<file path="src/rtl/adc_lane_merger.sv">
// Merges NCH ADC lanes of SPB samples each into one sample-major interleaved beat,
// reducing IN_W-bit samples to OUT_W bits by truncation or saturating round-half-up.
module adc_lane_merger #(
    parameter int NCH        = 6,
    parameter int SPB        = 4,
    parameter int IN_W       = 16,
    parameter int OUT_W      = 8,
    parameter int CNT_W      = 32,
    parameter int FLUSH_IDLE = 1
) (
    input  logic                       ps_clk,
    input  logic                       ps_rst,
    input  logic                       start,
    input  logic                       abort,
    input  logic                       round_mode,
    input  logic [NCH-1:0]             ch_enable,
    input  logic [CNT_W-1:0]           cap_beats,
    input  logic [NCH-1:0]             s_axis_tvalid,
    output logic [NCH-1:0]             s_axis_tready,
    input  logic [NCH*SPB*IN_W-1:0]    s_axis_tdata,
    output logic                       m_axis_tvalid,
    input  logic                       m_axis_tready,
    output logic [NCH*SPB*OUT_W-1:0]   m_axis_tdata,
    output logic                       m_axis_tlast,
    output logic                       busy,
    output logic                       cap_done,
    output logic                       cfg_err,
    output logic [CNT_W-1:0]           beat_count,
    output logic [15:0]                sat_count
);

    localparam int SH = IN_W - OUT_W;
    localparam logic signed [IN_W:0] HALF = (IN_W + 1)'(2 ** (SH - 1));
    localparam logic signed [IN_W:0] MAXV = (IN_W + 1)'(2 ** (OUT_W - 1) - 1);
    localparam logic FLUSH = (FLUSH_IDLE != 0);

    typedef enum logic [1:0] {
        ST_IDLE,
        ST_RUN,
        ST_DONE
    } state_t;

    state_t                      state_q;
    logic                        round_q;
    logic [NCH-1:0]              en_q;
    logic [CNT_W-1:0]            capb_q;
    logic [CNT_W-1:0]            issued_q;
    logic [CNT_W-1:0]            beat_q;
    logic                        mvalid_q;
    logic                        mlast_q;
    logic [NCH*SPB*OUT_W-1:0]    mdata_q;
    logic                        cfg_err_q;
    logic [15:0]                 sat_q;

    logic                        lanes_ok;
    logic                        accept;
    logic                        last_d;
    logic [NCH*SPB*OUT_W-1:0]    data_d;
    logic [15:0]                 nclip;
    logic [16:0]                 sat_sum;
    logic [15:0]                 sat_d;
    logic [IN_W-1:0]             samp;
    logic signed [IN_W:0]        sum;
    logic signed [IN_W:0]        shr;
    logic                        clip;
    logic [OUT_W-1:0]            red;

    // Disabled lanes never gate the beat; their valid is a don't-care.
    always_comb begin
        lanes_ok = &(s_axis_tvalid | ~en_q);
        accept   = (state_q == ST_RUN) && lanes_ok && (!mvalid_q || m_axis_tready)
                   && (issued_q < capb_q);
        last_d   = (issued_q == capb_q - CNT_W'(1));
        for (int unsigned c = 0; c < NCH; c++) begin
            s_axis_tready[c] = (en_q[c] && state_q == ST_RUN) ? accept : FLUSH;
        end
    end

    always_comb begin
        data_d = '0;
        nclip  = '0;
        samp   = '0;
        sum    = '0;
        shr    = '0;
        clip   = 1'b0;
        red    = '0;
        for (int unsigned c = 0; c < NCH; c++) begin
            for (int unsigned s = 0; s < SPB; s++) begin
                samp = s_axis_tdata[(c * SPB + s) * IN_W +: IN_W];
                sum  = {samp[IN_W-1], samp} + HALF;
                shr  = sum >>> SH;
                clip = round_q && en_q[c] && (shr > MAXV);
                if (!en_q[c]) begin
                    red = '0;
                end else if (!round_q) begin
                    red = samp[IN_W-1 -: OUT_W];
                end else if (clip) begin
                    red = MAXV[OUT_W-1:0];
                end else begin
                    red = shr[OUT_W-1:0];
                end
                data_d[(s * NCH + c) * OUT_W +: OUT_W] = red;
                if (clip) begin
                    nclip = nclip + 16'd1;
                end
            end
        end
        sat_sum = {1'b0, sat_q} + {1'b0, nclip};
        sat_d   = sat_sum[16] ? '1 : sat_sum[15:0];
    end

    always_ff @(posedge ps_clk) begin
        if (ps_rst) begin
            state_q   <= ST_IDLE;
            round_q   <= 1'b0;
            en_q      <= '0;
            capb_q    <= '0;
            issued_q  <= '0;
            beat_q    <= '0;
            mvalid_q  <= 1'b0;
            mlast_q   <= 1'b0;
            mdata_q   <= '0;
            cfg_err_q <= 1'b0;
            sat_q     <= '0;
        end else begin
            cfg_err_q <= 1'b0;
            if (abort) begin
                state_q  <= ST_IDLE;
                mvalid_q <= 1'b0;
                mlast_q  <= 1'b0;
            end else begin
                case (state_q)
                    ST_IDLE, ST_DONE: begin
                        if (start) begin
                            if (cap_beats != '0 && ch_enable != '0) begin
                                state_q  <= ST_RUN;
                                round_q  <= round_mode;
                                en_q     <= ch_enable;
                                capb_q   <= cap_beats;
                                issued_q <= '0;
                                beat_q   <= '0;
                                sat_q    <= '0;
                            end else begin
                                cfg_err_q <= 1'b1;
                            end
                        end
                    end
                    ST_RUN: begin
                        if (mvalid_q && m_axis_tready) begin
                            beat_q <= beat_q + CNT_W'(1);
                            if (mlast_q) begin
                                state_q <= ST_DONE;
                            end
                        end
                        // Output register only reloads on accept, so data holds during a stall.
                        if (accept) begin
                            mvalid_q <= 1'b1;
                            mdata_q  <= data_d;
                            mlast_q  <= last_d;
                            issued_q <= issued_q + CNT_W'(1);
                            sat_q    <= sat_d;
                        end else if (m_axis_tready) begin
                            mvalid_q <= 1'b0;
                            mlast_q  <= 1'b0;
                        end
                    end
                    default: state_q <= ST_IDLE;
                endcase
            end
        end
    end

    assign m_axis_tvalid = mvalid_q;
    assign m_axis_tdata  = mdata_q;
    assign m_axis_tlast  = mlast_q;
    assign busy          = (state_q == ST_RUN);
    assign cap_done      = (state_q == ST_DONE);
    assign cfg_err       = cfg_err_q;
    assign beat_count    = beat_q;
    assign sat_count     = sat_q;

endmodule

</file>
<file path="config.mk">
export PLATFORM = sky130hd
export DESIGN_NAME = adc_lane_merger
export DESIGN_NICKNAME = d
export VERILOG_FILES = /design/src/rtl/adc_lane_merger.sv
export SDC_FILE = /design/constraint.sdc
export NUM_CORES = 1
export LEC_CHECK = 0
export BUFFER_PORTS_ARGS = -buffer_cell sky130_fd_sc_hd__buf_2
export CAP_MARGIN = 20
export CORE_AREA = 2 2 265 267
export CTS_BUF_LIST = sky130_fd_sc_hd__clkbuf_16
export DETAILED_ROUTE_END_ITERATION = 7
export DIE_AREA = 0 0 267 269
export MAX_ROUTING_LAYER = met4
export PLACE_DENSITY = 0.61
export SLEW_MARGIN = 30
export SYNTH_ARGS = -nofsm -noshare
export SYNTH_HDL_FRONTEND = slang
export SYNTH_SLANG_ARGS = --single-unit
</file>
<file path="constraint.sdc">
create_clock -name ps_clk -period 20.7 [get_ports ps_clk]
set_input_delay 3.105 -clock ps_clk [delete_from_list [all_inputs] [get_ports ps_clk]]
set_output_delay 3.105 -clock ps_clk [all_outputs]
set_load 0.03 [all_outputs]
</file>
-- After elaboration in Yosys (flattened, before gate mapping)
Cells that the tools add are included.
W data, S select, Z words.
- bits in registers: 316
- bits of input ports: 434
- add/sub/neg operators: 51
- $lt $le $gt $ge: 25
- equality and inequality tests: 8
- mux-type cells: 122
- bitwise operators: 5
- reductions and logical operators: 58
- operators by type and width (cell ; count):
    $mux W8 ; 72
    $mux W16 ; 27
    $add A16 B9 Y17 const B ; 24
    $add A16 B1 Y16 const B ; 23
    $gt A9 B8 Y1 const B ; 24
    $mux W32 ; 4
    $pmux W32 S2 ; 2
    $add A32 B1 Y32 const B ; 2
    $logic_and A1 B1 Y1 ; 41
    $eq A32 B32 Y1 ; 1
    $lt A32 B32 Y1 ; 1
    $pmux W16 S2 ; 1
    $reduce_bool A32 Y1 ; 1
    $sub A32 B1 Y32 const B ; 1
    $add A16 B16 Y17 ; 1
    $mux W1 ; 11
    $reduce_and A5 Y1 ; 2
    $mux W2 ; 4
    $reduce_and A4 Y1 ; 2
    $ne A2 B1 Y1 const B ; 3
    $not A6 Y6 ; 1
    $or A6 B6 Y6 ; 1
    $reduce_and A6 Y1 ; 1
    $reduce_bool A6 Y1 ; 1
    other kinds (13) ; 18

-- Depth between registers and ports, before layout
- word-level depth: 54
- gate-level depth with buffers: 94
- mapped depth without buffers: 91

-- Least setup slack after synthesis
Ideal clock, no wire load.
- path kind: input port to flip-flop
- start: input port s_axis_tdata[7]
- end: register sat_q[7], in the netlist sat_count[7]
- library setup time: 0.132 ns
- arrival time: 19.169 ns
- data required time: 20.568 ns
- path slack: 1.399 ns
- stages: 93
- buffers on the path: 4
- cell sequence: ha_1 -> and3_1 -> clkbuf_1 -> mux2i_1 -> nand4_1 -> ha_1 -> clkbuf_1 -> xnor2_1 -> ha_1 -> a2111oi_1 -> a311oi_1 -> ha_1 -> mux2i_1 -> o21ai_0 -> ha_1 -> nand2_1 -> a21boi_0 -> inv_1 -> [57 not listed] -> nor2b_1 -> o21a_1 -> o21ai_0 -> nand2b_1 -> a21oi_1 -> o21bai_1 -> a21oi_1 -> o21bai_1 -> a21oi_1 -> o21bai_1 -> a21oi_1 -> nor2b_1 -> o21ai_0 -> nand2b_1 -> clkbuf_1 -> clkbuf_1 -> a211oi_1 -> nor3_1
- word-level cells in the longest chain between the ends: 54
- RTL lines (item ; RTL line ; RTL):
    start: declaration ; 20 ; input logic [NCH*SPB*IN_W-1:0] s_axis_tdata,
    $add A16 B9 Y17 (*) ; 90 ; sum = {samp[IN_W-1], samp} + HALF;
    $gt A9 B8 Y1 (*) ; 92 ; clip = round_q && en_q[c] && (shr > MAXV);
    $logic_and A1 B1 Y1 (*) ; 92 ;
    $mux W1 (*) ; 103 ; if (clip) begin
    $add A16 B1 Y16 ; 104 ; nclip = nclip + 16'd1;
    $mux W16 (*) ; 103 ;
    $add A16 B1 Y16 ; 104 ;
    $mux W16 (*) ; 103 ;
    [38 not listed] ; - ;
    $add A16 B1 Y16 ; 104 ;
    $mux W16 (*) ; 103 ;
    $add A16 B1 Y16 ; 104 ;
    $mux W16 (*) ; 103 ;
    $add A16 B16 Y17 (*) ; 108 ; sat_sum = {1'b0, sat_q} + {1'b0, nclip};
    $mux W16 (*) ; 109 ; sat_d = sat_sum[16] ? '1 : sat_sum[15:0];
    $mux W16 (*) ; 156 ; if (accept) begin
    $pmux W16 S2 (*) ; 132 ; case (state_q)
    end signal: assignment ; 161 ; sat_q <= sat_d;
    end: declaration ; 53 ; logic [15:0] sat_q;
Mark *: on every way between the ends. The rest lies on a longest branch, timed or not. The select of a mux whose other input is x is not followed.
A chain may end at the register's enable or synchronous reset.

-- Final worst setup path
Ends and elaborated chain as after synthesis.

==> out/metrics.yaml <==
fillerInstances: 7173
cts_tree: "done"
coreArea_sq_um: 69300
synth_flop_cell: "dfxtp_1"
end_kind: "flip-flop"
die_w_um: 267
combPwrFrac: 0.138
synthesis.instances: 3269
power.static_leakage_nw: 11.3
yosysWarnings: 0
clock_sinks: 316
synthAdderAreaFrac: 0.0528
yosysMostFrequentCell: "nand2_1"
place_area_sq_um: 27200
grt_first_pass_wirelength_um: 137000
synth-compound-area-share: 0.250
rsz0062_at_grt: "yes"
drv_cap: 0
drt_first_iter_violations: 1827
initial_utilization: 0.344
cp.arrival_ns: 19.85
nets: 4201
antenna_found_initial: 31
worstMarginPinSlew_ns: 1.13
final_cell_area_sq_um: 28800
yosys.area_share.simple: 0.281
vdd_drop_max_v: 0.0000516
synth_edf_count: 0
post-route-min-period_ns: 19.41
powerDensity_nw_per_um2: 55.4
crit_path_start_kind: "input pin"
final_hold_viol_count: 0
crit_fanout: 8
clock_path_buffers: 3
htree_levels: 2
fin_crit_sh: 0.938
fp.dieH_um: 269
clock_latency_ns: 0.58
firstDrtPassIters: 5
die-area_sq_um: 71800
path_class: "in -> reg"
synth_top_area_cell: "dfxtp_1"
hold_class: "reg -> reg"
cp_slowest_cell: "fa_1"
status: "complete, no violations"
dpl.hpwl_um: 67900
synth-seq-area-share: 0.265
numCtsBuffers: 41
cts.clk_slew.worst_paths_ns: 0.06
synth_top_area_frac: 0.265
track_usage: 0.248
slew_violations: 0
boundaryPins: 685
p_clk_frac: 0.471
viasPerCell: 5.60
grt_overflow: 0
route.detailed.drc: 0
drive_gt1_frac: 0.189
synth-seq-cells: 316
grt_max_degree: 153
skew_ns: 0.0211
p_sw_frac: 0.290
switchingPower_mw: 0.462
vias: 26200
synth_area_leaders: "dfxtp_1 27%, nand2_1 7.6%, a21oi_1 7.6%, ha_1 5.2%, xnor2_1 5.0%"
synth_top_family_by_area: "simple AND/OR/NAND/NOR gates"
totalWireLength_um: 90800
fp-row-count: 97
synthesis.area_sq_um: 23900
muxShareOfSynthArea: 0.0122
p_int_mw: 1.13
seqPwrFrac: 0.391
port_buffers: 516
grt_pass1_vias: 23400
max_slew_margin: 0.244
critPathMostFrequentCell: "ha_1"
fin_hold_ws_ns: 0.447
synth-xor-area-share: 0.0922
area_delta_synth_final_pct: 20.6
max_freq_ghz: 0.0515
cts-root-buf: "clkbuf_16"
async_flop_share: 0
synth.avg_cell_area_sq_um: 7.30
critical-path-max-stage-delay_ns: 0.44
synthTopCellsByCount: "486 x nand2_1, 360 x a21oi_1, 316 x dfxtp_1"
finalSetupViolCount: 0
cp.required_ns: 21.14
place.gp.congestion: 0.915
wl_per_cell_um: 19.4
ant_nets: 0
ys_types: 108
[final timing paths]
kind	start	to	slack [ns]	cells after the start
worst max-delay path	s_axis_tdata[7]	sat_count[7]$_SDFFE_PP0P_	1.29	91
worst min-delay path	m_axis_tdata[172]$_SDFFE_PP0P_	m_axis_tdata[172]$_SDFFE_PP0P_	0.45	2
worst max register to register	en_q[0]$_SDFFE_PP0P_	sat_count[7]$_SDFFE_PP0P_	3.44	90
worst min register to register	m_axis_tdata[172]$_SDFFE_PP0P_	m_axis_tdata[172]$_SDFFE_PP0P_	0.45	2
[cells by family (layout without fill, tap and decap cells)]
| logic type | count (synthesis) | after routing |
|---|---|---|
| flops | 316 | 316 |
| compound gates | 923 | 923 |
| simple gates | 1390 | 1391 |
| xor+xnor | 217 | 217 |
| buf+inv | 295 | 718 |
| other cells | 1 | 39 |
| mux | 27 | 27 |
| fa+ha+maj | 100 | 100 |
[critical path, delay by kind of cell]
family,cells,cell delay (ns)
muxes,4,0.85
buffers and inverters,6,0.55
and+or+nand+nor,25,2.86
adders and majority gates,21,6.50
AOI/OAI and AO/OA,32,5.44
xor gates and xnor gates,3,0.55
[power groups by stage]
stage / clock network, mW / logic [mW] / registers (mW)
finish: 0.750 / 0.220 / 0.624
floorplan: 0 / 0.124 / 0.639
CTS: 0.767 / 0.217 / 0.623
detailed placement: 0 / 0.217 / 0.637
global route: 0.789 / 0.243 / 0.625
global placement: 0 / 0.215 / 0.637
[layout by cell type (no fill, tap or decap), drive strengths merged, types with 11 or more instances in the layout]
master | netlist | routed
nand2b | 27 | 28
inv | 83 | 94
clkbuf | 195 | 43
and3 | 78 | 78
o22ai | 11 | 11
nand3 | 179 | 179
dfxtp | 316 | 316
clkinv | 1 | 17
a31oi | 56 | 56
nor2b | 20 | 20
o211ai | 17 | 17
ha | 99 | 99
a311oi | 11 | 11
a211oi | 21 | 21
a211o | 11 | 11
nand2 | 487 | 487
nor2 | 258 | 258
nand4 | 80 | 80
xnor2 | 141 | 141
nor3 | 89 | 89
o21a | 26 | 26
o21ai | 162 | 162
a21oi | 361 | 361
diode | 0 | 32
or3 | 50 | 50
o2111ai | 128 | 128
mux2i | 24 | 24
xor2 | 61 | 61
o221ai | 23 | 23
buf | 16 | 558
and4 | 21 | 21
nor4 | 31 | 31
and2 | 26 | 26
[area by class of cell]
class                      count  area (sq um)  share of cell area
tap                          940          1180              0.0409
sequential                   316          6330               0.220
clock buffer                  42          1050              0.0365
clock inverter                33           324              0.0113
inverter                      84           317              0.0110
antenna                       32          80.1             0.00278
timing repair buffer         559          2950               0.103
multi-input combinational   2665         16600               0.575
[registers in the layout, indices dropped and copies added (netlist names)]
register,flops
m_axis_tvalid,1
cfg_err,1
round_q,1
capb_q,32
state_q,2
issued_q,32
beat_count,32
en_q,6
m_axis_tlast,1
sat_count,16
m_axis_tdata,192
[stage by stage]
stage	TNS, ns	utilization	worst slack [ns]	cells	power [mW]
after global placement	0	0.392	0.100	4561	0.852
final	0	0.415	1.29	4671	1.59
after global routing	-0.491	0.415	-0.0716	4669	1.66
after detailed placement	0	0.393	0.0662	4561	0.853
after floorplan	0	-	1.40	3275	0.763
after CTS	0	0.413	0.618	4636	1.61
[per-layer routing]
metal  global-route usage  share of wire  wire length (um)  vias to the layer above
met5                    -              0                 0                        -
met4               0.0779          0.029              2600                        0
met3               0.0676          0.085              7760                      136
met2                0.378           0.44             40400                      857
met1                0.319           0.44             40100                    12300
li1                     -              -                 -                    12900
[timing repair]
action | 4_1_cts | 5_1_grt
setup buffers | 0 | 1
endpoints found under the hold margin | 0 | 0
resized for setup | 0 | 15
hold buffers | 0 | 0
endpoints found under the setup margin | 0 | 16
No activity file was read; power rests on OpenSTA's default activity.
